File: src/rtl/io_channel_pkg.sv
// Shared definitions for the trigger-mode acquisition path: scheduler state
// encoding, default widths and a busy-state helper.
package io_channel_pkg;

    localparam int BURST_WIDTH_DEF    = 8;
    localparam int HOLDOFF_WIDTH_DEF  = 24;
    localparam int TIMEOUT_WIDTH_DEF  = 26;
    localparam int MISS_CNT_WIDTH_DEF = 16;

    typedef enum logic [2:0] {
        ST_IDLE      = 3'd0,
        ST_ARMED     = 3'd1,
        ST_FIRE      = 3'd2,
        ST_WAIT_RISE = 3'd3,
        ST_WAIT_FALL = 3'd4,
        ST_HOLDOFF   = 3'd5
    } sched_state_e;

    function automatic logic state_is_busy(input sched_state_e st);
        logic busy;
        case (st)
            ST_FIRE, ST_WAIT_RISE, ST_WAIT_FALL, ST_HOLDOFF: busy = 1'b1;
            default:                                        busy = 1'b0;
        endcase
        return busy;
    endfunction

endpackage

File: src/rtl/fval_sync_edge.sv
// Two-flop synchroniser for an asynchronous level plus a third flop that turns
// the synchronised level into one-clock rise and fall pulses.
module fval_sync_edge (
    input  logic clk,
    input  logic reset_n,
    input  logic i_sig,
    output logic o_rise,
    output logic o_fall
);

    logic r_meta;
    logic r_sync;
    logic r_prev;

    // Synchroniser chain and edge-detect history
    always_ff @(posedge clk) begin
        if (!reset_n) begin
            r_meta <= 1'b0;
            r_sync <= 1'b0;
            r_prev <= 1'b0;
        end else begin
            r_meta <= i_sig;
            r_sync <= r_meta;
            r_prev <= r_sync;
        end
    end

    assign o_rise = r_sync & ~r_prev;
    assign o_fall = ~r_sync & r_prev;

endmodule

File: src/rtl/trigger_sched.sv
// Expands each accepted trigger request into a burst of sensor trigger pulses,
// pacing them on frame-valid completion plus a programmable holdoff.
module trigger_sched
    import io_channel_pkg::*;
#(
    parameter int BURST_WIDTH    = BURST_WIDTH_DEF,
    parameter int HOLDOFF_WIDTH  = HOLDOFF_WIDTH_DEF,
    parameter int TIMEOUT_WIDTH  = TIMEOUT_WIDTH_DEF,
    parameter int MISS_CNT_WIDTH = MISS_CNT_WIDTH_DEF
) (
    input  logic                      clk,
    input  logic                      reset_n,
    input  logic                      i_trigger_mode,
    input  logic                      i_acquisition_start,
    input  logic                      i_stream_enable,
    input  logic                      i_trig_req,
    input  logic [BURST_WIDTH-1:0]    iv_burst_count,
    input  logic [HOLDOFF_WIDTH-1:0]  iv_frame_holdoff,
    input  logic [TIMEOUT_WIDTH-1:0]  iv_fval_timeout,
    input  logic                      i_fval,
    output logic                      o_trig_pulse,
    output logic                      o_busy,
    output logic                      o_timeout,
    output logic [MISS_CNT_WIDTH-1:0] ov_missed_cnt,
    output logic [BURST_WIDTH-1:0]    ov_burst_remain
);

    sched_state_e              r_state;
    logic                      r_enable;
    logic                      r_enable_d;
    logic                      r_req;
    logic                      r_req_d;
    logic [BURST_WIDTH-1:0]    r_remain;
    logic [HOLDOFF_WIDTH-1:0]  r_holdoff_cfg;
    logic [HOLDOFF_WIDTH-1:0]  r_hold_cnt;
    logic [TIMEOUT_WIDTH-1:0]  r_timeout_cfg;
    logic [TIMEOUT_WIDTH-1:0]  r_wd_cnt;
    logic                      r_trig_pulse;
    logic                      r_busy;
    logic                      r_timeout;
    logic [MISS_CNT_WIDTH-1:0] r_missed;

    logic                      w_fval_rise;
    logic                      w_fval_fall;
    logic                      w_req;
    logic                      w_en_rise;
    logic [BURST_WIDTH-1:0]    w_burst_eff;
    logic [TIMEOUT_WIDTH-1:0]  w_wd_next;

    fval_sync_edge u_fval_sync (
        .clk     (clk),
        .reset_n (reset_n),
        .i_sig   (i_fval),
        .o_rise  (w_fval_rise),
        .o_fall  (w_fval_fall)
    );

    assign w_req       = r_req & ~r_req_d;
    assign w_en_rise   = r_enable & ~r_enable_d;
    assign w_burst_eff = (iv_burst_count == '0) ? BURST_WIDTH'(1) : iv_burst_count;
    assign w_wd_next   = r_wd_cnt + TIMEOUT_WIDTH'(1);

    // Scheduler FSM with input registering, status flags and missed-request count
    always_ff @(posedge clk) begin
        if (!reset_n) begin
            r_state       <= ST_IDLE;
            r_enable      <= 1'b0;
            r_enable_d    <= 1'b0;
            r_req         <= 1'b0;
            r_req_d       <= 1'b0;
            r_remain      <= '0;
            r_holdoff_cfg <= '0;
            r_hold_cnt    <= '0;
            r_timeout_cfg <= '0;
            r_wd_cnt      <= '0;
            r_trig_pulse  <= 1'b0;
            r_busy        <= 1'b0;
            r_timeout     <= 1'b0;
            r_missed      <= '0;
        end else begin
            r_enable     <= i_trigger_mode & i_acquisition_start & i_stream_enable;
            r_enable_d   <= r_enable;
            r_req        <= i_trig_req;
            r_req_d      <= r_req;
            r_trig_pulse <= 1'b0;

            // A fresh enable starts a clean session; otherwise busy-time requests are lost
            if (w_en_rise) begin
                r_timeout <= 1'b0;
                r_missed  <= '0;
            end else if (w_req && r_enable && state_is_busy(r_state) && (r_missed != '1)) begin
                r_missed <= r_missed + MISS_CNT_WIDTH'(1);
            end else begin
                r_missed <= r_missed;
            end

            if (!r_enable) begin
                r_state  <= ST_IDLE;
                r_remain <= '0;
                r_busy   <= 1'b0;
            end else begin
                case (r_state)
                    ST_IDLE: begin
                        r_state <= ST_ARMED;
                        r_busy  <= 1'b0;
                    end
                    ST_ARMED: begin
                        if (w_req) begin
                            r_remain      <= w_burst_eff;
                            r_holdoff_cfg <= iv_frame_holdoff;
                            r_timeout_cfg <= iv_fval_timeout;
                            r_state       <= ST_FIRE;
                            r_busy        <= 1'b1;
                        end
                    end
                    ST_FIRE: begin
                        r_trig_pulse <= 1'b1;
                        r_remain     <= r_remain - BURST_WIDTH'(1);
                        r_wd_cnt     <= '0;
                        r_state      <= ST_WAIT_RISE;
                    end
                    ST_WAIT_RISE: begin
                        // A frame start seen in the expiry cycle still counts as a frame
                        if (w_fval_rise) begin
                            r_state <= ST_WAIT_FALL;
                        end else if ((r_timeout_cfg != '0) && (w_wd_next == r_timeout_cfg)) begin
                            r_timeout <= 1'b1;
                            r_remain  <= '0;
                            r_state   <= ST_ARMED;
                            r_busy    <= 1'b0;
                        end else begin
                            r_wd_cnt <= w_wd_next;
                        end
                    end
                    ST_WAIT_FALL: begin
                        if (w_fval_fall) begin
                            r_hold_cnt <= '0;
                            r_state    <= ST_HOLDOFF;
                        end
                    end
                    ST_HOLDOFF: begin
                        if (r_hold_cnt == r_holdoff_cfg) begin
                            if (r_remain != '0) begin
                                r_state <= ST_FIRE;
                            end else begin
                                r_state <= ST_ARMED;
                                r_busy  <= 1'b0;
                            end
                        end else begin
                            r_hold_cnt <= r_hold_cnt + HOLDOFF_WIDTH'(1);
                        end
                    end
                    default: begin
                        r_state  <= ST_IDLE;
                        r_remain <= '0;
                        r_busy   <= 1'b0;
                    end
                endcase
            end
        end
    end

    assign o_trig_pulse    = r_trig_pulse;
    assign o_busy          = r_busy;
    assign o_timeout       = r_timeout;
    assign ov_missed_cnt   = r_missed;
    assign ov_burst_remain = r_remain;

endmodule

File: config.mk
export PLATFORM = sky130hd
export DESIGN_NAME = trigger_sched
export DESIGN_NICKNAME = d
export VERILOG_FILES = /design/src/rtl/io_channel_pkg.sv /design/src/rtl/fval_sync_edge.sv /design/src/rtl/trigger_sched.sv
export SDC_FILE = /design/constraint.sdc
export NUM_CORES = 1
export LEC_CHECK = 0
export ABC_AREA = 1
export CAP_MARGIN = 15
export CORE_UTILIZATION = 60
export CTS_BUF_LIST = sky130_fd_sc_hd__clkbuf_2 sky130_fd_sc_hd__clkbuf_4 sky130_fd_sc_hd__clkbuf_8
export DETAILED_ROUTE_END_ITERATION = 10
export PLACE_DENSITY_LB_ADDON = 0.05
export SLEW_MARGIN = 20
export SYNTH_ARGS = -nofsm -noshare
export SYNTH_HDL_FRONTEND = slang
export SYNTH_SLANG_ARGS = --single-unit
File: constraint.sdc
create_clock -name clk -period 6.63 [get_ports clk]
set_input_delay 1.989 -clock clk [delete_from_list [all_inputs] [get_ports clk]]
set_output_delay 1.989 -clock clk [all_outputs]
set_load 0.005 [all_outputs]
==> results.tsv <==
stage	metric	value	unit
grt	total global-route track usage	0.307	
routing	Iteration-0 DRC Markers	697	
power_and_ir_drop	Clk pwr share	0.460	
timing	unrepaired setup endpoints after global routing	no	
floorplanning	die area	13800	um^2
setup_path	Critical Path Most Common Cell	nand2_1	
clocking	Hold Buf Count CTS	0	
setup_path	Worst path max stage delay	0.90	ns
setup_path	CP top delay family	simple AND/OR/NAND/NOR gates	
layout	nets	1408	
routing	Post-Route WL	20.3	mm
layout	layout filler cell count	1108	
clocking	clock latency on the worst-skew pair	0.45	ns
yosys	Avg Inst Size Synth	6.29	um^2
setup_path	Bufs and invs on worst path	0	
setup_path	CP Capture Type	flop	
setup_path	Req. time, crit path	6.97	ns
layout	Layout area overhead	17.7	%
layout	Finished Cell Area	9430	um^2
power_and_ir_drop	LEAKAGE	3.77	nW
routing	Residual DRC	0	
floorplanning	I/O Pins	92	
yosys	Synth area leader	dfxtp_1	
timing	Final TNS setup	0	ns
timing	Setup violations, final	0	
grt	grt total ovfl	0	
power_and_ir_drop	Internal	1.29	mW
setup_path	Crit Path Category	reg -> reg	
clocking	total CTS buffers	17	
floorplanning	Die Span X	118	um
setup_path	critical path peak fanout	52	
layout	ant diodes	0	
timing	max-slew violations	0	
yosys	Synth cell types	39	
timing	final hold violation count	0	
clocking	CTS Buffer Depth	2	
routing	WL/cell	13.3	um
setup_path	Startpoint Class	flop	
placed_design	Place WS	2.79	ns
yosys	ranking of synthesized cells by area	dfxtp_1 (34%), nand2_1 (14%), nor2_1 (9.8%)	
placed_design	dpl hpwl	14.6	mm
yosys	Yosys warning count	0	
power_and_ir_drop	Net Sw Frac	0.225	
grt	antenna violations before repair	0	
clocking	Setup Buffers After CTS	0	
timing	Max Clock Freq	280	MHz
timing	Setup Skew	0.00784	ns
setup_path	CP Cell Sequence	ha_1, nand2_1, nor2_4, nand2_2, nor2_2, nand2_1, nand2_1, nand2_1, nand2_1, nand3_1, nor3_1, nand3_2, a21oi_1, nor2_1	
clocking	clk root buf	clkbuf_8	
grt	largest net degree at the start of global routing	86	
placed_design	Placed Cells	1492	
yosys	Seq cells post-synth	137	
power_and_ir_drop	Switch Pwr	0.373	mW
placed_design	final RePlAce weighted congestion	0.916	
setup_path	CP Data Arrival Time	3.91	ns
timing	worst rel slew slack	0.296	
setup_path	critical path's slowest cell	nand3_2	
layout	non-filler cells, final	1524	
timing	WHS	0.439	ns
clocking	post-CTS sizing	0	
grt	vias in the first global route	7529	
layout	fraction of layout cells with a size suffix above 1	0.0518	
floorplanning	Core Box Area	12800	um^2
floorplanning	Die Ht	118	um
timing	Period minus WS final	3.57	ns
routing	Post-DRT Antenna Nets	0	
yosys	sequential cell area fraction in the yosys report	0.342	
clocking	CTS tree	built	
job	Max Cap Viol	0	
placed_design	Port Buf Inserts	91	
hold_path	hold crit path type	reg -> reg	
floorplanning	num rows	41	
power_and_ir_drop	register share of total power	0.497	
floorplanning	Initial Utilization	0.625	
routing	vias per cell	5.43	
clocking	CTS clk-pin slew, worst paths	0.08	ns
power_and_ir_drop	PwrDens	176	nW/um^2
clocking	# H-tree levels	4	
outcome	status	finished, final reports clean	
routing	via total after detailed routing	8281	
placed_design	placed inst area	8980	um^2
yosys	Synth Cell Area	8010	um^2
power_and_ir_drop	final total power	1.66	mW
power_and_ir_drop	VDD IR max	119	uV
yosys	top cell type's share of synthesized area	0.342	
grt	first-pass GRT wire length	35.1	mm
power_and_ir_drop	Comb pwr share	0.043	
timing	crit share post-route	0.539	
yosys	post-synthesis cell count	1273	
layout	post-layout util	0.735	
clocking	clock tree sinks	137	
yosys	syn nets	1342	
routing	Pre-antenna DRT Iters	6	
timing	final worst slack	3.06	ns
timing	Slew @ Worst Pin	1.06	ns
Yosys cell counts:
| cell | instances |
|---|---|
| nand2_1 | 308 |
| nor2_1 | 210 |
| dfxtp_1 | 137 |
| inv_1 | 130 |
| nand3_1 | 104 |
| a21oi_1 | 89 |
| o21ai_0 | 68 |
| clkbuf_1 | 38 |
| nand4_1 | 35 |
| xor2_1 | 34 |
| nor3_1 | 25 |
| xnor2_1 | 23 |
| nor2_2 | 8 |
| or2_2 | 7 |
| buf_2 | 6 |
| nor4_1 | 6 |
| nand2_2 | 5 |
| buf_1 | 4 |
| ha_1 | 4 |
| nand3_2 | 3 |
| nor2_4 | 3 |
| o21ai_1 | 3 |
| xnor3_1 | 3 |
| clkinv_1 | 2 |
| inv_2 | 2 |
| o21a_1 | 2 |
| o21bai_1 | 2 |
| a211oi_1 | 1 |
| a21o_1 | 1 |
| a22oi_1 | 1 |
| a31o_2 | 1 |
| a31oi_1 | 1 |
| and2_1 | 1 |
| buf_6 | 1 |
| nand3b_1 | 1 |
| o2111a_1 | 1 |
| o22ai_1 | 1 |
| o31ai_1 | 1 |
| or2_1 | 1 |
registers in the layout, indices dropped and copies added, names as in the netlist:
signal              cells
o_trig_pulse            1
ov_burst_remain         8
o_timeout               1
u_fval_sync.r_prev      1
r_enable_d              1
r_req_d                 1
r_enable                1
r_holdoff_cfg          24
o_busy                  1
r_timeout_cfg          26
u_fval_sync.r_meta      1
r_state                 3
r_wd_cnt               26
ov_missed_cnt          16
r_req                   1
u_fval_sync.r_sync      1
r_hold_cnt             24
worst register-to-register path: cells and delay by family, from the launching register on:
family                   cells  cell delay, ns
adder cells (fa/ha/maj)      1            0.24
AO/OA/AOI/OAI                1            0.42
flip-flops                   1            0.45
AND/OR/NAND/NOR             12            2.35
worst paths after layout:
kind	startpoint	end	slack, ns	cells after the start
worst min-delay path	r_req	r_req_d	0.44	2
worst max-delay path	r_wd_cnt[0]	r_wd_cnt[0]	3.06	14
worst min register to register	r_req	r_req_d	0.44	2
worst max register to register	r_wd_cnt[0]	r_wd_cnt[0]	3.06	14
per-layer routing:
layer	part of all wire	GRT usage	up-vias	routed length [um]
li1	-	-	4208	-
met1	0.47	0.434	3726	9650
met2	0.44	0.470	316	8860
met3	0.074	0.0547	31	1500
met4	0.016	0.104	0	331
met5	0	0	-	0
cell type report:
cell class	count	area, um^2	area share
flip-flops and latches	137	2740	0.291
repair buffers	96	943	0.100
well taps	172	215	0.0228
multi-input cells	953	4580	0.485
clock inverters	14	198	0.0210
inverters	134	503	0.0534
clock buffers	18	248	0.0263
layout by cell type, fill, tap and decap left out, types with 24 or more instances in the layout:
cell type / Yosys / routed
nand2_1: 308 / 307
nor2_1: 210 / 209
dfxtp_1: 137 / 137
inv_1: 130 / 130
nand3_1: 104 / 104
clkdlybuf4s50_1: 0 / 90
a21oi_1: 89 / 89
o21ai_0: 68 / 67
nand4_1: 35 / 35
xor2_1: 34 / 34
nor3_1: 25 / 24
kinds of logic after synthesis:
kind of cell,share of synthesized area
adders and majority gates,0.00625
xor gates and xnor gates,0.0708
AOI/OAI and AO/OA,0.112
DFF,0.342
buffers and inverters,0.0876
and+or+nand+nor,0.381
power groups by stage:
stage               registers (mW)  clock network [mW]  logic [mW]
floorplan                    0.844                   0      0.0258
global placement             0.844                   0      0.0698
detailed placement           0.844                   0      0.0705
CTS                          0.825               0.774      0.0709
global route                 0.825               0.813      0.0785
finish                       0.825               0.764      0.0708
(Power assumes the default switching activity.)
